**config.mk**
```make
export PLATFORM = sky130hd
export DESIGN_NAME = io_sampler
export DESIGN_NICKNAME = d
export VERILOG_FILES = /design/src/rtl/io_sampler.sv
export SDC_FILE = /design/constraint.sdc
export NUM_CORES = 1
export LEC_CHECK = 0
export CAP_MARGIN = 10
export CELL_PAD_IN_SITES_DETAIL_PLACEMENT = 1
export CELL_PAD_IN_SITES_GLOBAL_PLACEMENT = 1
export CORE_MARGIN = 10
export CORE_UTILIZATION = 39
export CTS_CLUSTER_SIZE = 14
export DETAILED_ROUTE_END_ITERATION = 12
export GPL_TIMING_DRIVEN = 1
export PLACE_DENSITY_LB_ADDON = 0.1
export SLEW_MARGIN = 10
export SYNTH_ARGS = -nofsm -noshare
export SYNTH_HDL_FRONTEND = slang
export SYNTH_SLANG_ARGS = --single-unit
```
**constraint.sdc**
```tcl
create_clock -name clock -period 1.9 [get_ports clock]
set_input_delay 0.38 -clock clock [delete_from_list [all_inputs] [get_ports clock]]
set_output_delay 0.38 -clock clock [all_outputs]
set_load 0.02 [all_outputs]
```
**src/rtl/io_sampler.sv**
```systemverilog
// io_sampler: synchronised sensor inputs with sticky rising-edge flags and a
// bit-serial transmitter on a dmem-mapped window. Define IO_SAMPLER_DEBOUNCE_EN for per-channel debounce.
module io_sampler #(
    parameter int NUM_IN     = 8,
    parameter int DATA_W     = 32,
    parameter int DIV_RST    = 9,
    parameter int DEB_CYCLES = 4
) (
    input  logic              clock,
    input  logic              reset,
    input  logic [NUM_IN-1:0] in,
    input  logic              io_sel,
    input  logic              wEn,
    input  logic [2:0]        addr,
    input  logic [DATA_W-1:0] dataIn,
    output logic [DATA_W-1:0] dataOut,
    output logic              outSignal,
    output logic              busy,
    output logic              irq
);

    localparam int BIT_W = $clog2(DATA_W + 1);
    localparam logic [BIT_W-1:0] BIT_ONE  = BIT_W'(1);
    localparam logic [BIT_W-1:0] BIT_LAST = BIT_W'(DATA_W - 1);

    localparam logic [2:0] A_IN   = 3'd0;
    localparam logic [2:0] A_EDGE = 3'd1;
    localparam logic [2:0] A_TX   = 3'd2;
    localparam logic [2:0] A_STAT = 3'd3;
    localparam logic [2:0] A_DIV  = 3'd4;

    typedef enum logic [1:0] {
        S_IDLE  = 2'd0,
        S_START = 2'd1,
        S_DATA  = 2'd2,
        S_STOP  = 2'd3
    } tx_state_t;

    // DIV is 16 bits wide and mapped into the low half of the bus word.
    if (DEB_CYCLES < 2 || NUM_IN < 1 || NUM_IN > 32 || DATA_W < 16 || DATA_W < NUM_IN) begin : g_param_check
        $error("io_sampler: parameter out of range");
    end

    logic [NUM_IN-1:0] sync1_q;
    logic [NUM_IN-1:0] sync2_q;
    logic [NUM_IN-1:0] prev_q;
    logic [NUM_IN-1:0] level_s;
    logic [NUM_IN-1:0] rise_s;
    logic [NUM_IN-1:0] clr_s;
    logic [NUM_IN-1:0] edge_q;
    logic [NUM_IN-1:0] edge_d;
    logic              irq_q;
    logic              irq_d;
    logic              ovr_q;
    logic              ovr_d;
    logic [15:0]       div_q;
    logic [15:0]       div_d;
    logic [DATA_W-1:0] tx_word_q;
    logic [DATA_W-1:0] tx_word_d;
    logic [DATA_W-1:0] rdata_s;
    logic [DATA_W-1:0] dout_q;
    logic [DATA_W-1:0] dout_d;
    logic              wr_s;
    logic              tx_start_s;
    logic              tx_ovr_s;

    tx_state_t         state_q;
    tx_state_t         state_d;
    logic [15:0]       tick_q;
    logic [15:0]       tick_d;
    logic [BIT_W-1:0]  bit_q;
    logic [BIT_W-1:0]  bit_d;
    logic [DATA_W-1:0] shift_q;
    logic [DATA_W-1:0] shift_d;
    logic              out_q;
    logic              out_d;
    logic              busy_q;
    logic              busy_d;

    // Two-flop synchroniser plus previous-level register for edge detection
    always_ff @(posedge clock) begin
        if (!reset) begin
            sync1_q <= {NUM_IN{1'b0}};
            sync2_q <= {NUM_IN{1'b0}};
            prev_q  <= {NUM_IN{1'b0}};
        end else begin
            sync1_q <= in;
            sync2_q <= sync1_q;
            prev_q  <= level_s;
        end
    end

`ifdef IO_SAMPLER_DEBOUNCE_EN
    localparam int CNT_W = $clog2(DEB_CYCLES);
    localparam logic [CNT_W-1:0] CNT_MAX = CNT_W'(DEB_CYCLES - 1);
    localparam logic [CNT_W-1:0] CNT_ONE = CNT_W'(1);

    logic [CNT_W-1:0]  deb_cnt_q [NUM_IN];
    logic [CNT_W-1:0]  deb_cnt_d [NUM_IN];
    logic [NUM_IN-1:0] level_q;
    logic [NUM_IN-1:0] level_d;

    // Level follows the synchroniser only after a run of DEB_CYCLES mismatching edges
    always_comb begin
        level_d = level_q;
        for (int i = 0; i < NUM_IN; i++) begin
            deb_cnt_d[i] = {CNT_W{1'b0}};
            if (sync2_q[i] != level_q[i]) begin
                if (deb_cnt_q[i] == CNT_MAX) begin
                    level_d[i]   = sync2_q[i];
                    deb_cnt_d[i] = {CNT_W{1'b0}};
                end else begin
                    deb_cnt_d[i] = deb_cnt_q[i] + CNT_ONE;
                end
            end else begin
                deb_cnt_d[i] = {CNT_W{1'b0}};
            end
        end
    end

    // Debounce counters and filtered level
    always_ff @(posedge clock) begin
        if (!reset) begin
            level_q <= {NUM_IN{1'b0}};
            for (int i = 0; i < NUM_IN; i++) begin
                deb_cnt_q[i] <= {CNT_W{1'b0}};
            end
        end else begin
            level_q <= level_d;
            for (int i = 0; i < NUM_IN; i++) begin
                deb_cnt_q[i] <= deb_cnt_d[i];
            end
        end
    end

    assign level_s = level_q;
`else
    assign level_s = sync2_q;
`endif

    // Bus decode, sticky flags, control registers and read mux
    always_comb begin
        wr_s       = io_sel & wEn;
        tx_start_s = wr_s && (addr == A_TX) && (state_q == S_IDLE);
        tx_ovr_s   = wr_s && (addr == A_TX) && (state_q != S_IDLE);
        rise_s     = level_s & ~prev_q;

        if (wr_s && (addr == A_EDGE)) begin
            clr_s = dataIn[NUM_IN-1:0];
        end else begin
            clr_s = {NUM_IN{1'b0}};
        end
        // A rising edge in the same cycle as its clear keeps the flag set.
        edge_d = (edge_q & ~clr_s) | rise_s;
        irq_d  = |edge_d;

        if (tx_ovr_s) begin
            ovr_d = 1'b1;
        end else if (wr_s && (addr == A_STAT) && dataIn[1]) begin
            ovr_d = 1'b0;
        end else begin
            ovr_d = ovr_q;
        end

        if (wr_s && (addr == A_DIV) && (state_q == S_IDLE)) begin
            div_d = dataIn[15:0];
        end else begin
            div_d = div_q;
        end

        if (tx_start_s) begin
            tx_word_d = dataIn;
        end else begin
            tx_word_d = tx_word_q;
        end

        rdata_s = {DATA_W{1'b0}};
        case (addr)
            A_IN:    rdata_s[NUM_IN-1:0] = level_s;
            A_EDGE:  rdata_s[NUM_IN-1:0] = edge_q;
            A_TX:    rdata_s             = tx_word_q;
            A_STAT:  rdata_s[1:0]        = {ovr_q, busy_q};
            A_DIV:   rdata_s[15:0]       = div_q;
            default: rdata_s             = {DATA_W{1'b0}};
        endcase

        if (io_sel) begin
            dout_d = rdata_s;
        end else begin
            dout_d = dout_q;
        end
    end

    // Register file and read data port
    always_ff @(posedge clock) begin
        if (!reset) begin
            edge_q    <= {NUM_IN{1'b0}};
            irq_q     <= 1'b0;
            ovr_q     <= 1'b0;
            div_q     <= 16'(DIV_RST);
            tx_word_q <= {DATA_W{1'b0}};
            dout_q    <= {DATA_W{1'b0}};
        end else begin
            edge_q    <= edge_d;
            irq_q     <= irq_d;
            ovr_q     <= ovr_d;
            div_q     <= div_d;
            tx_word_q <= tx_word_d;
            dout_q    <= dout_d;
        end
    end

    // Serializer next state: each bit lasts DIV+1 clocks, data shifted out MSB first
    always_comb begin
        state_d = state_q;
        tick_d  = tick_q;
        bit_d   = bit_q;
        shift_d = shift_q;
        out_d   = out_q;
        busy_d  = busy_q;
        case (state_q)
            S_IDLE: begin
                if (tx_start_s) begin
                    state_d = S_START;
                    tick_d  = 16'd0;
                    shift_d = dataIn;
                    out_d   = 1'b0;
                    busy_d  = 1'b1;
                end else begin
                    out_d  = 1'b1;
                    busy_d = 1'b0;
                end
            end
            S_START: begin
                if (tick_q == div_q) begin
                    state_d = S_DATA;
                    tick_d  = 16'd0;
                    bit_d   = {BIT_W{1'b0}};
                    out_d   = shift_q[DATA_W-1];
                    shift_d = shift_q << 1;
                end else begin
                    tick_d = tick_q + 16'd1;
                end
            end
            S_DATA: begin
                if (tick_q == div_q) begin
                    tick_d = 16'd0;
                    if (bit_q == BIT_LAST) begin
                        state_d = S_STOP;
                        out_d   = 1'b1;
                    end else begin
                        bit_d   = bit_q + BIT_ONE;
                        out_d   = shift_q[DATA_W-1];
                        shift_d = shift_q << 1;
                    end
                end else begin
                    tick_d = tick_q + 16'd1;
                end
            end
            S_STOP: begin
                if (tick_q == div_q) begin
                    state_d = S_IDLE;
                    tick_d  = 16'd0;
                    out_d   = 1'b1;
                    busy_d  = 1'b0;
                end else begin
                    tick_d = tick_q + 16'd1;
                end
            end
            default: begin
                state_d = S_IDLE;
                tick_d  = 16'd0;
                out_d   = 1'b1;
                busy_d  = 1'b0;
            end
        endcase
    end

    // Serializer state register; reset aborts any frame in flight
    always_ff @(posedge clock) begin
        if (!reset) begin
            state_q <= S_IDLE;
            tick_q  <= 16'd0;
            bit_q   <= {BIT_W{1'b0}};
            shift_q <= {DATA_W{1'b0}};
            out_q   <= 1'b1;
            busy_q  <= 1'b0;
        end else begin
            state_q <= state_d;
            tick_q  <= tick_d;
            bit_q   <= bit_d;
            shift_q <= shift_d;
            out_q   <= out_d;
            busy_q  <= busy_d;
        end
    end

    assign dataOut   = dout_q;
    assign outSignal = out_q;
    assign busy      = busy_q;
    assign irq       = irq_q;

endmodule

```
* After elaboration in Yosys (flattened, before gate mapping)
Index checks and enable logic that the tools add are counted.
** Storage, ports and cells
- Output and inout port bits :: 35
- Word-level logic and storage cells :: 94
- Bits in registers :: 172
- Input port bits :: 47
** Cells by class
- Equality and inequality tests :: 15
- Mux-type cells :: 34
- Bitwise gates (word level) :: 6
- Add/subtract/negate cells :: 2
- Reduce and logical (&&, ||, !) cells :: 22
** Operators by type and width (count)
- $mux 32 :: 4
- $pmux 32 s3 :: 1
- $mux 16 :: 3
- $pmux 16 s2 :: 1
- $pmux 6 s4 :: 1
- $mux 6 :: 3
- $add 16x1->16 const B :: 1
- $and 8x8->8 :: 2
- $eq 16x16->1 :: 1
- $not 8->8 :: 2
- $pmux 8 s2 :: 1
- $ne 2x2->1 const B :: 6
- $pmux 6 s2 :: 1
- $mux 2 :: 5
- $pmux 2 s5 :: 1
- $reduce_and 5->1 :: 2
- $mux 1 :: 9
- $logic_and 1x1->1 :: 8
- $mux 8 :: 1
- $or 8x8->8 :: 1
- $pmux 2 s4 :: 1
- $reduce_bool 2->1 :: 4
- $reduce_or 8->1 :: 1
- $add 6x1->6 const B :: 1
- 16 further kinds :: 18

* Longest topological paths before layout
- Depth in word-level cells :: 7
- Mapped depth :: 9
- Mapped depth without buffers :: 7

* Least setup slack after synthesis
OpenSTA, ideal clock, no wires.
- Path type :: register to register
- From :: register bit_q[0]
- To :: register bit_q[5]
- Cell stages (with the launch flop) :: 7
- Setup time :: 0.086 ns
- Buffers on the path :: 0
- Data arrival time :: 1.923 ns
- Setup slack :: -0.109 ns
- Required time :: 1.814 ns
- Period minus slack after synthesis :: 2.009 ns
- Path through :: dfxtp_1 -> ha_1 -> and3_1 -> a31oi_1 -> nand3_1 -> or4_1 -> a221oi_2
** Between the ends
- Longest elaborated chain between the ends :: 4
- Elaborated cells between the ends (all ways) :: 7
- Classes of those cells :: 1 x add/sub; 2 x eq/ne; 3 x mux; 1 x reduce/logical
** RTL lines
- from (decl) :: line 71 : logic [BIT_W-1:0] bit_q;
- from (signal assigned) :: line 284 : bit_q <= {BIT_W{1'b0}};
- from (signal assigned) :: line 291 : bit_q <= bit_d;
- $add 6x1->6 :: line 252 : bit_d = bit_q + BIT_ONE;
- $mux 6 :: line 248 : if (bit_q == BIT_LAST) begin
- $mux 6 :: line 246 : if (tick_q == div_q) begin
- $pmux 6 s2 :: line 221 : case (state_q)
Several ways; a longest one is shown, not always the timed one. The select of a mux whose other input is x is not followed.
A chain may end at the register's enable or synchronous reset.

* Worst setup path in the final report
- From :: register div_q[2]
- To :: register bit_q[3]
** Between the ends
- Longest elaborated chain between the ends :: 3
- Elaborated cells between the ends (all ways) :: 4
- Classes of those cells :: 3 x eq/ne; 1 x reduce/logical
** RTL lines
- from (decl) :: line 56 : logic [15:0] div_q;
- from (signal assigned) :: line 200 : div_q <= 16'(DIV_RST);
- from (signal assigned) :: line 207 : div_q <= div_d;
- $eq 16x16->1 (*) :: line 235, 246
- $ne 2x2->1 (no source line)
- $reduce_and 4->1 (no source line) (*)
Mark *: on every way between the ends. The rest lies on a longest branch, timed or not.

==> flow_metrics.env <==
export IMPL_cts_root_buf="clkbuf_16"
export IMPL_rsz0062_at_grt="yes"
export IMPL_grtUsageTotal_pct=18.50
export IMPL_drc=0
export IMPL_area_growth_pct=33.65
export IMPL_drtIter0Drc=279
export IMPL_synth_edf_count=0
export IMPL_drive_above_1_share_pct=20.98
export IMPL_antenna_left=0
export IMPL_slowest_stage="nor4_4"
export IMPL_max_clock_freq_ghz=0.5081
export IMPL_skew_ps=16.91
export IMPL_pre_cts_ws_ps=-416.9
export IMPL_async_reset_ff_share_pct=0
export IMPL_synth_common_cells="dfxtp_1 (172), nand2_1 (139), nor2_1 (88)"
export IMPL_end_kind="flop"
export IMPL_dp_cells=1174
export IMPL_fin_crit_sh_pct=103.6
export IMPL_crit_fanout=7
export IMPL_antenna_cells=0
export IMPL_cts_buffers=17
export IMPL_seq_area_frac_synth_pct=46.17
export IMPL_yosys_warnings=0
export IMPL_crit_path_cell_trace="xor2_2 -> nor4_4 -> nand4_4 -> buf_6 -> or3_1 -> a221oi_1"
export IMPL_critPathRequiredTime_ps=2230
export IMPL_core_area_um2=18770
export IMPL_path_class="flop to flop"
export IMPL_hold_depth=3
export IMPL_grt_pass1_wl_mm=36.92
export IMPL_relSlewSlack_pct=54.88
export IMPL_yosys_area_top_type_share_pct=46.17
export IMPL_fin_tns_setup_ps=-828.2
export IMPL_fin_crit_ps=1968
export IMPL_h_tree_depth=4
export IMPL_synth_compound_area_share_pct=11.04
export IMPL_outcome="finished, violations left"
export IMPL_grt_max_degree=74
export IMPL_wl_mm=22.82
export IMPL_r2r_cells=6
export IMPL_cap_viol_max_count=0
export IMPL_worstPathArrival_ps=2300
export IMPL_violations="negative setup slack"
export IMPL_die_w_um=158.3
export IMPL_slowest_delay_ps=370
export IMPL_avgSynthCellArea_um2=8.964
export IMPL_start_util_pct=39.74
export IMPL_ff_latch_area_um2=3465
export IMPL_crit_path_start_kind="flop"
export IMPL_setup_viol=30
export IMPL_viasPerCell=5.267
export IMPL_grt_overflow_total=0
export IMPL_yosys_cell_types_count=56
export IMPL_synth_area_leader_cell="dfxtp_1"
export IMPL_synthMuxAreaShare_pct=12.62
export IMPL_path_clk_slew_ps=70
export IMPL_synth_ff_type="dfxtp_1"
export IMPL_synth_area_top_cells="dfxtp_1 (46%), mux2i_1 (7.8%), nand2_1 (7.0%)"
export IMPL_place_detailed_hpwl_mm=15.97
export IMPL_rr_endpoint="bit_q[3]$_SDFFE_PN0P_"
export IMPL_syn_nets=886
export IMPL_rr_startpoint="div_q[2]$_SDFFE_PN0P_"
export IMPL_routabilityCongestion=0.8471
export IMPL_leakagePower_nw=3.983
export IMPL_yosys_area_share_simple_pct=21.66
export IMPL_vdd_drop_max_mv=0.6017
export IMPL_hold_ws_ps=431.9
export IMPL_worst_slack_ps=-68.26
export IMPL_synth_seq_cells=172
export IMPL_post_drt_wl_per_cell_um=18.76
export IMPL_fillCellCount=2116
export IMPL_rrSetupSlack_ps=-70
export IMPL_cts_tree="built"
export IMPL_slew_violations=0
export IMPL_port_buffers=81
export IMPL_die_area_um2=25060
export IMPL_netlist_instances=832
export IMPL_first_global_vias=6945
export IMPL_finalHoldViolations=0
export IMPL_cts_path_max_buffers=2
export IMPL_worst_pin_slew_ps=675.5
export IMPL_holdCritStartpoint="reset"
export IMPL_hp_class="input port to flop"
export IMPL_multi_input_area_um2=3919
export IMPL_cts_hold_buf=0
export IMPL_clk_latency_ps=440
export IMPL_num_vias=6405
export IMPL_synth_xor_area_share_pct=3.523
export IMPL_ios=82
export IMPL_firstDrtPassIters=4
export IMPL_power_density_nw_per_um2=969.9
export IMPL_hold_path_endpoint="div_q[0]$_SDFFE_PN1P_"
export IMPL_final_nets=1023
export IMPL_antenna_found_initial=0
export IMPL_synth_most_common_cell="dfxtp_1"
export IMPL_synthAdderAreaFrac_pct=1.174
export IMPL_syn_area_um2=7458
export IMPL_synth_top_family_by_area="simple AND/OR/NAND/NOR gates"
export IMPL_fin_cells=1216
export IMPL_die_h_um=158.3
export IMPL_cts_sinks=172
export IMPL_num_rows=50
==> logic make-up after synthesis <==
family	after synthesis
buffers and inverters	65
muxes	89
AOI/OAI and AO/OA	131
and+or+nand+nor	338
xor gates and xnor gates	30
adders and majority gates	7
DFF	172
==> power by group <==
group          switching (W)  leakage, nW  internal [W]
logic                0.00110         2.29       0.00112
clock network        0.00170        0.292       0.00178
registers           0.000138         1.40       0.00384
==> stage by stage <==
step | instance area, um2 | util [%] | power (W)
6_report | 9968 | 53.11 | 0.009668
5_1_grt | 9968 | 53.11 | 0.01015
4_1_cts | 9806 | 52.25 | 0.009594
3_5_place_dp | 9089 | 48.43 | 0.006040
3_3_place_gp | 9089 | 48.43 | 0.005949
2_1_floorplan | 7467 | - | 0.005354
==> how the worst max path moves through the flow <==
stage	from	end	slack [ps]
finish	div_q[2]$_SDFFE_PN0P_	bit_q[3]$_SDFFE_PN0P_	-70
global route	div_q[2]$_SDFFE_PN0P_	bit_q[2]$_SDFFE_PN0P_	-140
CTS	tick_q[12]$_SDFFE_PN0P_	bit_q[0]$_SDFFE_PN0P_	-100
detailed placement	addr[1]	dataOut[31]$_SDFFE_PN0P_	-420
global placement	addr[1]	dataOut[23]$_SDFFE_PN0P_	-310
floorplan	bit_q[0]$_SDFFE_PN0P_	bit_q[5]$_SDFFE_PN0P_	2
==> metal layers <==
layer	GRT usage, %	routed length [um]	vias to the layer above
li1	-	-	3124
met1	21.67	9927	3155
met2	32.69	11730	97
met3	4.587	789	29
met4	5.205	366	0
met5	0	0	-
==> placed cells by master (no fill, tap or decap), types with 16 or more instances in the layout <==
| cell type | Yosys | layout |
|---|---|---|
| dfxtp_1 | 172 | 159 |
| nand2_1 | 139 | 139 |
| nor2_1 | 88 | 88 |
| buf_4 | 2 | 81 |
| clkdlybuf4s50_1 | 0 | 79 |
| a21oi_1 | 61 | 59 |
| mux2i_1 | 58 | 57 |
| mux2_2 | 30 | 30 |
| and2_1 | 25 | 25 |
| a22oi_1 | 24 | 24 |
| xor2_1 | 28 | 24 |
| nand4_1 | 19 | 19 |
| clkbuf_16 | 0 | 18 |
| nand3_1 | 17 | 16 |
==> registers in the layout (all words and copies together), names as in the netlist, 2 cells and up <==
signal and count:
bit_q 6, level_s 8, div_q 16, state_q 2
tx_word_q 32, prev_q 8, edge_q 8, shift_q 32
tick_q 16, sync1_q 8, dataOut 32
==> critical path: cells and delay by family, from the launching register on <==
| kind | cells | cell delay, ps |
|---|---|---|
| XOR/XNOR | 1 | 190 |
| AND/OR/NAND/NOR | 3 | 890 |
| flip-flops | 1 | 340 |
| buffers and inverters | 1 | 180 |
| AO/OA/AOI/OAI | 1 | 280 |
==> layout make-up <==
class,instances,area share (%)
multi-input cells,595,39.31
flip-flops and latches,172,34.76
repair buffers,176,16.86
clock buffers,17,4.268
well taps,234,2.937
clock inverters,15,1.607
inverters,7,0.2636
==> repair_timing <==
| item | in CTS | in global routing |
|---|---|---|
| gates resized for setup | 22 | 27 |
| endpoints found under the hold margin | 0 | 0 |
| setup endpoints to repair | 50 | 88 |
| setup buffers | 5 | 4 |
| gates cloned | 0 | 1 |
| pin swaps | 10 | 6 |
No activity file was read; power rests on OpenSTA's default activity.
